## config.mk

```make
export PLATFORM = sky130hd
export DESIGN_NAME = mult_div_unit
export DESIGN_NICKNAME = d
export VERILOG_FILES = /design/src/rtl/mult_div_unit.sv
export SDC_FILE = /design/constraint.sdc
export NUM_CORES = 1
export LEC_CHECK = 0
export BUFFER_PORTS_ARGS = -buffer_cell sky130_fd_sc_hd__buf_2
export CORE_MARGIN = 2
export CORE_UTILIZATION = 56
export CTS_CLUSTER_DIAMETER = 30
export DETAILED_ROUTE_END_ITERATION = 12
export GPL_TIMING_DRIVEN = 0
export PLACE_DENSITY = 0.89
export REMOVE_ABC_BUFFERS = 1
export SYNTH_ARGS = -nofsm -noshare
export SYNTH_HDL_FRONTEND = slang
export SYNTH_SLANG_ARGS = --single-unit
```

## constraint.sdc

```tcl
create_clock -name clk -period 5 [get_ports clk]
set_input_delay 0.25 -clock clk [delete_from_list [all_inputs] [get_ports clk]]
set_output_delay 0.25 -clock clk [all_outputs]
set_load 0.05 [all_outputs]
```

## src/rtl/mult_div_unit.sv

```systemverilog
// Multicycle signed multiply (radix-2 Booth) / divide (restoring) unit writing HI/LO.
// One iteration per clock; results land WIDTH edges after an accepted start.
module mult_div_unit #(
    parameter int unsigned WIDTH = 32
) (
    input  logic             clk,
    input  logic             reset,
    input  logic             start_mult,
    input  logic             start_div,
    input  logic [WIDTH-1:0] op_a,
    input  logic [WIDTH-1:0] op_b,
    output logic             busy,
    output logic             done,
    output logic             div_zero,
    output logic [WIDTH-1:0] hi_out,
    output logic [WIDTH-1:0] lo_out
);

    localparam int unsigned ACC_W = 2 * WIDTH + 1;
    localparam int unsigned CNT_W = $clog2(WIDTH);

    typedef enum logic [1:0] {IDLE, MULT, DIV, DONE} state_t;

    state_t             state_q, state_d;
    logic [CNT_W-1:0]   cnt_q;
    logic               dz_pend_q;
    logic [ACC_W-1:0]   acc_q;
    logic [WIDTH-1:0]   mcand_q;
    logic [WIDTH-1:0]   rem_q;
    logic [WIDTH-1:0]   quo_q;
    logic [WIDTH-1:0]   dmag_q;
    logic               neg_q_q;
    logic               neg_r_q;

    logic               last_iter;
    logic               accept_mult;
    logic               accept_div;
    logic               div_by_zero;

    assign last_iter   = (cnt_q == CNT_W'(WIDTH - 1));
    assign accept_mult = (state_q == IDLE) && !dz_pend_q && start_mult;
    assign accept_div  = (state_q == IDLE) && !dz_pend_q && !start_mult && start_div;
    assign div_by_zero = (op_b == '0);

    // Booth step: add/sub in WIDTH+1 bits so a most-negative multiplicand cannot overflow
    logic [WIDTH:0]     hi_ext;
    logic [WIDTH:0]     mc_ext;
    logic [WIDTH:0]     booth_sum;
    logic [ACC_W-1:0]   acc_next;

    always_comb begin
        hi_ext = {acc_q[ACC_W-1], acc_q[ACC_W-1 -: WIDTH]};
        mc_ext = {mcand_q[WIDTH-1], mcand_q};
        case (acc_q[1:0])
            2'b01:   booth_sum = hi_ext + mc_ext;
            2'b10:   booth_sum = hi_ext - mc_ext;
            default: booth_sum = hi_ext;
        endcase
        acc_next = {booth_sum, acc_q[WIDTH:1]};
    end

    // Restoring divide step on magnitudes, plus sign fixup used on the final edge
    logic [WIDTH:0]     r_shift;
    logic [WIDTH:0]     trial;
    logic [WIDTH-1:0]   rem_next;
    logic [WIDTH-1:0]   quo_next;
    logic [WIDTH-1:0]   quo_fix;
    logic [WIDTH-1:0]   rem_fix;

    always_comb begin
        r_shift  = {rem_q, quo_q[WIDTH-1]};
        trial    = r_shift - {1'b0, dmag_q};
        rem_next = trial[WIDTH] ? r_shift[WIDTH-1:0] : trial[WIDTH-1:0];
        quo_next = {quo_q[WIDTH-2:0], ~trial[WIDTH]};
        quo_fix  = neg_q_q ? (WIDTH'(0) - quo_next) : quo_next;
        rem_fix  = neg_r_q ? (WIDTH'(0) - rem_next) : rem_next;
    end

    function automatic logic [WIDTH-1:0] mag(input logic [WIDTH-1:0] v);
        return v[WIDTH-1] ? (WIDTH'(0) - v) : v;
    endfunction

    // State register
    always_ff @(posedge clk or negedge reset) begin
        if (!reset) state_q <= IDLE;
        else        state_q <= state_d;
    end

    // Next-state logic; a zero-divisor start takes one idle cycle before DONE
    always_comb begin
        state_d = state_q;
        case (state_q)
            IDLE: begin
                if (dz_pend_q)                      state_d = DONE;
                else if (accept_mult)               state_d = MULT;
                else if (accept_div && !div_by_zero) state_d = DIV;
            end
            MULT:    if (last_iter) state_d = DONE;
            DIV:     if (last_iter) state_d = DONE;
            DONE:    state_d = IDLE;
            default: state_d = IDLE;
        endcase
    end

    // Datapath and registered outputs
    always_ff @(posedge clk or negedge reset) begin
        if (!reset) begin
            cnt_q     <= '0;
            dz_pend_q <= 1'b0;
            acc_q     <= '0;
            mcand_q   <= '0;
            rem_q     <= '0;
            quo_q     <= '0;
            dmag_q    <= '0;
            neg_q_q   <= 1'b0;
            neg_r_q   <= 1'b0;
            busy      <= 1'b0;
            done      <= 1'b0;
            div_zero  <= 1'b0;
            hi_out    <= '0;
            lo_out    <= '0;
        end else begin
            busy      <= (state_d == MULT) || (state_d == DIV);
            done      <= (state_d == DONE);
            dz_pend_q <= accept_div && div_by_zero;

            if (accept_mult || accept_div) begin
                cnt_q    <= '0;
                div_zero <= accept_div && div_by_zero;
            end

            if (accept_mult) begin
                acc_q   <= {WIDTH'(0), op_b, 1'b0};
                mcand_q <= op_a;
            end

            if (accept_div) begin
                rem_q   <= '0;
                quo_q   <= mag(op_a);
                dmag_q  <= mag(op_b);
                neg_q_q <= op_a[WIDTH-1] ^ op_b[WIDTH-1];
                neg_r_q <= op_a[WIDTH-1];
            end

            if (state_q == MULT) begin
                acc_q <= acc_next;
                cnt_q <= cnt_q + CNT_W'(1);
                if (last_iter) begin
                    hi_out <= acc_next[ACC_W-1 -: WIDTH];
                    lo_out <= acc_next[WIDTH:1];
                end
            end

            if (state_q == DIV) begin
                rem_q <= rem_next;
                quo_q <= quo_next;
                cnt_q <= cnt_q + CNT_W'(1);
                if (last_iter) begin
                    hi_out <= rem_fix;
                    lo_out <= quo_fix;
                end
            end
        end
    end

endmodule

```

==> metrics.md, run 1 <==
| Metric | Value |
|---|---|
| Clock tree sinks | `270` |
| Area leader, netlist | `dfrtp_1` |
| Final WS setup | `0.116 ns` |
| CTS Buf Count | `54` |
| Overall Global Routing Usage | `33.0%` |
| Synth top area share | `34.9%` |
| RSZ-0062 raised after global routing | `yes` |
| Xor-xnor portion of the synthesized cell area | `8.63%` |
| Yosys reg bits | `270` |
| DRT iter0 DRCs | `2009` |
| CP max stage delay | `0.55 ns` |
| Synthesized area per cell | `8.04 um2` |
| Status | `finished, final reports clean` |
| Clock network power share | `18.8%` |
| Clock Latency Late Sink | `0.59 ns` |
| H-tree level count | `2` |
| Combinational Power Share | `60.6%` |
| CTS Root Cell | `clkbuf_16` |
| Yosys warning count | `0` |
| Top Ports | `135` |
| Post-Synth Simple-Gate Area | `20.9%` |
| CORE AREA | `34300 um2` |
| Final period utilization | `97.7%` |
| Setup TNS | `0 ns` |
| Final hold slack | `0.00656 ns` |
| Placement Rows | `68` |
| CP Class | `reg -> reg` |
| Crit path time final | `4.88 ns` |
| Hold worst-path end | `dmag_q[1]` |
| Cells after Synth | `2410` |
| # fillers | `2633` |
| Ranking of synthesized cells by area | `dfrtp_1 35%, nand2_1 9.3%, o21ai_0 6.3%` |
| Stages on the worst setup path | `21` |
| Design Power | `18600 uW` |
| Area of the multi-input gates | `12000 um2` |
| Register area | `6760 um2` |
| CTS clk-pin slew, worst paths | `0.05 ns` |
| Crit path cell chain | `inv_1 > ha_1 > inv_1 > fa_2 > a211oi_4 > o211ai_1 > nand4b_1 > a21o_1 > o211a_4 > inv_16 > nand2_1 > o21ai_0 > inv_1 > ha_2 > and3_4 > and4b_1 > o21ai_2 > or4b_4 > o31ai_2 > xnor2_1 > o21ai_1` |
| Largest net degree at the start of global routing | `126` |
| Routed Wire Length | `60900 um` |
| Vias in the first global route | `18300` |
| Pwr/cell area | `814 nW/um2` |
| Distinct cells, synth | `91` |
| Die footprint | `36100 um2` |
| Slowest CP cell | `or4b_4` |
| Lkg Pwr | `0.0101 uW` |
| Launch point of the critical path | `quo_q[31]` |
| Most frequent CP cell | `inv_1` |
| Clock skew | `0.0261 ns` |
| Endpoints failing hold | `0` |
| Initial Utilization | `56.5%` |
| Slew HR | `18.8%` |
| Synth Area in Compound Gates | `20.5%` |
| Max Freq | `205 MHz` |
| Critical path peak fanout | `51` |
| Routability Congestion | `0.925` |
| RR Endpoint | `hi_out[30]` |
| CTS tree | `yes` |
| Overflow left after global routing | `0` |
| CTS Buffer Depth | `3` |
| Detail Route Antenna Nets | `0` |
| WP data required | `5.43 ns` |
| Buffers & Inverters on Critical Path | `4` |
| Pre-CTS setup slack | `-2.04 ns` |
| Combinational family with the most area after synthesis | `simple AND/OR/NAND/NOR gates` |
| Post-Synth Adder-Cell Area | `5.18%` |
| Via count | `19100` |
| Number of vias per cell | `6.30` |
| DR pass1 iterations | `6` |
| WHS Path Cells | `3` |
| Worst Reg-to-Reg Cells | `21` |
| Delay-heaviest family, CP | `compound AO/OA/AOI/OAI gates` |
| Max_cap viols | `0` |
| Die width | `190 um` |
| Worst-margin pin slew | `1.22 ns` |
| Async S/R FF share, synth | `100%` |
| Int Power | `9450 uW` |
| Crit end category | `register` |
| Mux cell area share after synthesis | `5.44%` |
| Switching power | `9120 uW` |
| HP Class | `in -> reg` |
| Critical path arrival | `5.32 ns` |
| Peak VDD IR | `0.000585 V` |
| Reg2reg start | `quo_q[31]` |
| Post-DP HPWL | `41800 um` |
| Reg2Reg Setup Slack | `0.12 ns` |
| Pins Over Slew Limit | `0` |
| Prevailing post-synth register cell | `dfrtp_1` |
| Cell Area, Synth | `19400 um2` |
| Number of synthesized flops with an enable pin | `0` |
| Register area share after synthesis | `34.9%` |
| Nets | `2669` |
| Initial antenna violation count | `4` |
| Source of the worst hold timing path | `op_b[1]` |
| First-pass GRT wire length | `95700 um` |
| # DRC | `0` |
| Area Overhead vs Synth | `17.7%` |
| Share of cells above drive strength 1 | `12.9%` |
| Sw frac | `49.1%` |
| Type of origin of the critical path | `register` |
| Port Buf Inserts | `134` |
| Flop pwr share | `20.6%` |
| Setup-failing EPs final | `0` |
| Die Y | `190 um` |
| Routed len/inst | `20.1 um` |
synthesized netlist by cell type, types with 6 or more instances:
cell type	instances
clkbuf_1	103
or4_1	18
mux2_2	8
a211oi_1	21
a211o_1	9
mux2i_1	90
or3_1	31
o21ai_0	244
nand2_1	482
dfrtp_1	270
nand3_1	25
o211ai_1	18
ha_1	77
nand2b_1	28
o21a_1	14
xnor2_1	89
buf_1	19
a21o_1	26
nor4_1	16
inv_1	77
o31ai_1	35
a31oi_1	38
a21oi_1	142
and2_1	14
o41ai_1	13
o211a_1	6
nor2b_1	9
xor2_1	102
nor2_1	163
o21ai_1	22
nor3_1	41
nand4_1	16
o21bai_1	7
buf_2	9
and3_1	23
or2_2	7
routing by layer:
| metal | GRT usage [%] | up-vias | wire (um) |
|---|---|---|---|
| met4 | 13.7 | 2 | 2650 |
| met3 | 8.97 | 184 | 5970 |
| met2 | 53.1 | 917 | 28200 |
| met5 | 0 | - | 23 |
| li1 | - | 8704 | - |
| met1 | 42.1 | 9252 | 24100 |
final cells by class:
cell class                 instances  share of cell area (%)
antenna                            4                  0.0439
tap                              455                    2.50
timing repair buffer             192                    6.07
inverter                          78                    1.36
clock inverter                    37                    1.47
sequential                       270                    29.6
multi-input combinational       1926                    52.6
clock buffer                      63                    6.29
logic make-up (layout without fill, tap and decap cells):
| logic type | after synthesis | in the layout |
|---|---|---|
| adders and majority gates | 79 | 79 |
| and+or+nand+nor | 901 | 901 |
| xor gates and xnor gates | 191 | 191 |
| muxes | 102 | 102 |
| other | 0 | 4 |
| AOI/OAI and AO/OA | 652 | 653 |
| buffers and inverters | 215 | 370 |
| DFF | 270 | 270 |
registers in the layout (all words and copies together), names as in the netlist, 5 cells and up:
signal,cells
dmag_q,32
quo_q,32
rem_q,32
acc_q,65
mcand_q,32
lo_out,32
hi_out,32
cnt_q,5
power by group through the flow:
stage | Clock (uW) | Sequential [uW] | Combinational, uW
finish | 3490 | 3820 | 11300
global route | 3610 | 3920 | 12300
CTS | 3500 | 3780 | 10800
detailed placement | 0 | 3780 | 10500
global placement | 0 | 3730 | 10100
floorplan | 0 | 3550 | 8070
worst max-delay path by stage:
| stage | to |
|---|---|
| floorplan | hi_out[30] |
| global route | hi_out[30] |
| CTS | hi_out[28] |
| finish | hi_out[30] |
| global placement | lo_out[11] |
| detailed placement | hi_out[28] |
worst reg2reg max path, cell delays in order (launching register included):
cell and delay (ns):
dfrtp_2 0.50, inv_1 0.11, ha_1 0.16, inv_1 0.05
fa_2 0.40, a211oi_4 0.28, o211ai_1 0.18, nand4b_1 0.28
a21o_1 0.21, o211a_4 0.25, inv_16 0.11, nand2_1 0.14
o21ai_0 0.13, inv_1 0.11, ha_2 0.25, and3_4 0.22
and4b_1 0.24, o21ai_2 0.13, or4b_4 0.55, o31ai_2 0.23
xnor2_1 0.16, o21ai_1 0.08
through the flow:
step / cells / instance area [um2] / util, %
2_1_floorplan: 2273 / 18800 / -
3_3_place_gp: 2862 / 20100 / 58.5
3_5_place_dp: 2876 / 20400 / 59.5
4_1_cts: 3012 / 22600 / 66.0
5_1_grt: 3022 / 22800 / 66.5
6_report: 3025 / 22800 / 66.5
placed cells by master (no fill, tap or decap), types with 40 or more instances in the layout:
master	synthesis	routed
nor2_1	163	163
mux2i_1	90	89
clkbuf_16	0	54
buf_2	9	133
nand2_1	482	479
nor3_1	41	40
xnor2_1	89	89
o21ai_0	244	242
inv_1	77	77
xor2_1	102	102
ha_1	77	71
a21oi_1	142	142
dfrtp_1	270	269
timing repair:
| action | CTS | global route |
|---|---|---|
| gates resized for setup | 22 | 21 |
| cloned | 1 | 0 |
| hold buffers | 32 | 0 |
| setup buffers | 3 | 9 |
| pin swaps | 4 | 13 |
| setup endpoints to repair | 79 | 24 |
| hold endpoints to repair | 79 | 0 |
Note: power is estimated with default switching activity, not from simulation.
==> run 2: changes to the inputs <==
Settings changed: ABC_AREA from default to 1, ABC_CLOCK_PERIOD_IN_PS from default to 5000, CELL_PAD_IN_SITES_DETAIL_PLACEMENT from default to 0, CELL_PAD_IN_SITES_GLOBAL_PLACEMENT from default to 1, CORE_UTILIZATION 56 to 40, PLACE_DENSITY 0.89 to 0.88.
==> run 2 against run 1 <==
Against the previous run: via count increased by 9.3%; register-to-register slack improved by 0.21 ns; total power increased by 17%; critical path depth increased by 5; utilization decreased by 17 points; synthesized cell count increased by 25%; setup slack improved by 0.21 ns.
==> metrics.md, run 2 <==
| Metric | Value |
|---|---|
| Status | `finished, final reports clean` |
| Crit path time final | `4.67 ns` |
| RR Endpoint | `lo_out[30]` |
| Hold worst-path end | `acc_q[21]` |
| Pre-CTS setup slack | `-0.373 ns` |
| Crit end category | `register` |
| Max Freq | `214 MHz` |
| WHS Path Cells | `3` |
| Clock tree sinks | `270` |
| Yosys reg bits | `270` |
| Async S/R FF share, synth | `100%` |
| CTS tree | `yes` |
| Post-Place Cells | `3714` |
| Overall Global Routing Usage | `26.6%` |
| Area of the multi-input gates | `11600 um2` |
| Cells after Synth | `3008` |
| Endpoints failing hold | `0` |
| Area leader, netlist | `dfrtp_1` |
| Most frequent cells after synthesis | `799 x nand2_1, 399 x inv_1, 289 x nor2_1` |
| DRT iter0 DRCs | `1625` |
| Nets | `3307` |
| Port Buf Inserts | `134` |
| Most common cell in the synthesized netlist | `nand2_1` |
| Routed Wire Length | `71300 um` |
| Final period utilization | `93.5%` |
| Pwr/cell area | `873 nW/um2` |
| Die width | `229 um` |
| Max_cap viols | `0` |
| Number of vias per cell | `5.35` |
| Setup-failing EPs final | `0` |
| Fin cells | `3893` |
| Register area | `6760 um2` |
| Critical path peak fanout | `12` |
| Overflow left after global routing | `0` |
| First-pass GRT wire length | `110000 um` |
| Worst Reg-to-Reg Cells | `26` |
| Largest net degree at the start of global routing | `122` |
| Post-DP HPWL | `52600 um` |
| Reg2Reg Setup Slack | `0.33 ns` |
| Lkg Pwr | `0.0125 uW` |
| H-tree level count | `3` |
| DR pass1 iterations | `5` |
| Final WS setup | `0.327 ns` |
| CTS Root Cell | `clkbuf_16` |
| Max FFs per register | `65` |
| Cell Area, Synth | `20300 um2` |
| Detail Route Antenna Nets | `0` |
| Via count | `20800` |
| WP data required | `5.48 ns` |
| Initial Utilization | `40.5%` |
| Number of synthesized flops with an enable pin | `0` |
| N_diodes | `0` |
| Synth top area share | `33.3%` |
| Die Y | `229 um` |
| Placement Rows | `82` |
| Type of origin of the critical path | `register` |
| Routability Congestion | `0.941` |
| Pins Over Slew Limit | `0` |
| # fillers | `5107` |
| Area Overhead vs Synth | `22.3%` |
| Critical path arrival | `5.16 ns` |
| CP Class | `reg -> reg` |
| Distinct cells, synth | `60` |
| Synthesized area per cell | `6.74 um2` |
| Initial antenna violation count | `0` |
| Ranking of synthesized cells by area | `dfrtp_1 33%, nand2_1 15%, inv_1 7.4%` |
| Top Ports | `135` |
| Commonest non-fill, non-tap cell in the layout | `nand2_1` |
| Clock Latency Late Sink | `0.59 ns` |
| HP Class | `in -> reg` |
| Register area share after synthesis | `33.3%` |
| Prevailing post-synth register cell | `dfrtp_1` |
| Most frequent cells in the layout | `795 x nand2_1, 397 x inv_1, 288 x nor2_1` |
| CTS clk-pin slew, worst paths | `0.04 ns` |
| # DRC | `0` |
| Routed len/inst | `18.3 um` |
| Biggest register | `acc_q` |
| Reg2reg start | `quo_q[31]` |
| CTS Buf Count | `78` |
| Slew HR | `15.0%` |
| Vias in the first global route | `19700` |
| Share of cells above drive strength 1 | `11.8%` |
| CORE AREA | `50100 um2` |
| Worst-margin pin slew | `1.27 ns` |
| Peak VDD IR | `0.000401 V` |
| CTS Buffer Depth | `3` |
| Source of the worst hold timing path | `op_b[20]` |
| Clock skew | `0.0235 ns` |
| Die footprint | `52500 um2` |
| Yosys warning count | `0` |
-- run 2: how the worst max path moves through the flow --
stage | start | to
2_1_floorplan | state_q[1] | acc_q[50]
3_3_place_gp | state_q[1] | acc_q[32]
3_5_place_dp | acc_q[0] | hi_out[31]
4_1_cts | quo_q[31] | lo_out[30]
5_1_grt | mcand_q[1] | hi_out[31]
6_report | quo_q[31] | lo_out[30]
-- run 2: power breakdown --
part	leakage [uW]	internal (uW)	total (uW)	switching (uW)
combinational	0.00768	3970	12500	8560
sequential	0.00347	2970	3790	814
clock	0.00139	3810	5320	1510
total	0.0125	10800	21600	10900
-- run 2: repair_timing --
action                                  CTS  global route
setup buffers                             0            10
endpoints found under the setup margin   22            23
hold buffers                             25             0
resized for setup                         4            12
gates cloned                              0             2
endpoints found under the hold margin    59             0
pin swaps                                 1             2
-- run 2: cell families (layout without fill, tap and decap cells) --
| group | count (synthesis) | after routing | share of synthesized area, % |
|---|---|---|---|
| compound gates | 623 | 623 | 17.9 |
| xor+xnor | 101 | 101 | 4.36 |
| fa+ha+maj | 79 | 79 | 4.95 |
| buf+inv | 522 | 734 | 9.93 |
| flops | 270 | 270 | 33.3 |
| mux | 8 | 8 | 0.438 |
| simple gates | 1405 | 1406 | 29.1 |
-- run 2: metrics by stage --
stage / hold slack, ns / power (uW) / TNS (ns) / instance area, um2 / util [%]
2_1_floorplan: -0.0456 / 12300 / -1.39 / 19800 / -
3_3_place_gp: 0.458 / 15700 / -881.46 / 21300 / 42.6
3_5_place_dp: 0.152 / 15800 / -3.82 / 21500 / 43.0
4_1_cts: 0.000929 / 21300 / 0 / 24600 / 49.2
5_1_grt: 0.0210 / 23300 / -0.0382 / 24800 / 49.5
6_report: 0.0135 / 21600 / 0 / 24800 / 49.5
-- run 2: layout make-up --
class                           instances  area share [%]
Sequential cell                       270            27.3
Timing Repair Buffer                  177            4.80
Multi-Input combinational cell       2217            46.9
Clock buffer                          105            9.15
Inverter                              415            6.30
Clock inverter                         36            2.22
Timing Repair inverter                  1          0.0202
Tap cell                              672            3.39
-- run 2: metal layers --
layer | wire length (um) | share of wire [%] | vias to the layer above | GRT usage (%)
li1 | - | - | 10200 | -
met1 | 32600 | 46 | 9788 | 36.7
met2 | 32300 | 45 | 690 | 42.6
met3 | 4340 | 6.1 | 125 | 3.78
met4 | 2150 | 3.0 | 0 | 9.23
met5 | 0 | 0 | - | 0
-- run 2: worst max-delay path, stage by stage, from the launching register on --
cell     delay [ns]
dfrtp_2        0.47
inv_1          0.07
ha_1           0.20
inv_1          0.22
fa_2           0.33
nand2_1        0.06
nand2_1        0.07
nand3_1        0.08
nand2_1        0.13
nand2_1        0.08
nand2_2        0.11
nand2_4        0.10
nand2_4        0.10
nand2_4        0.11
nand2_8        0.14
ha_1           0.21
nand2_1        0.09
nor3_1         0.29
nand3_1        0.20
nor3_1         0.17
nand2_1        0.12
o21ai_1        0.22
o21ai_1        0.17
a21oi_1        0.24
o21ai_0        0.18
or2_0          0.24
a32oi_1        0.17
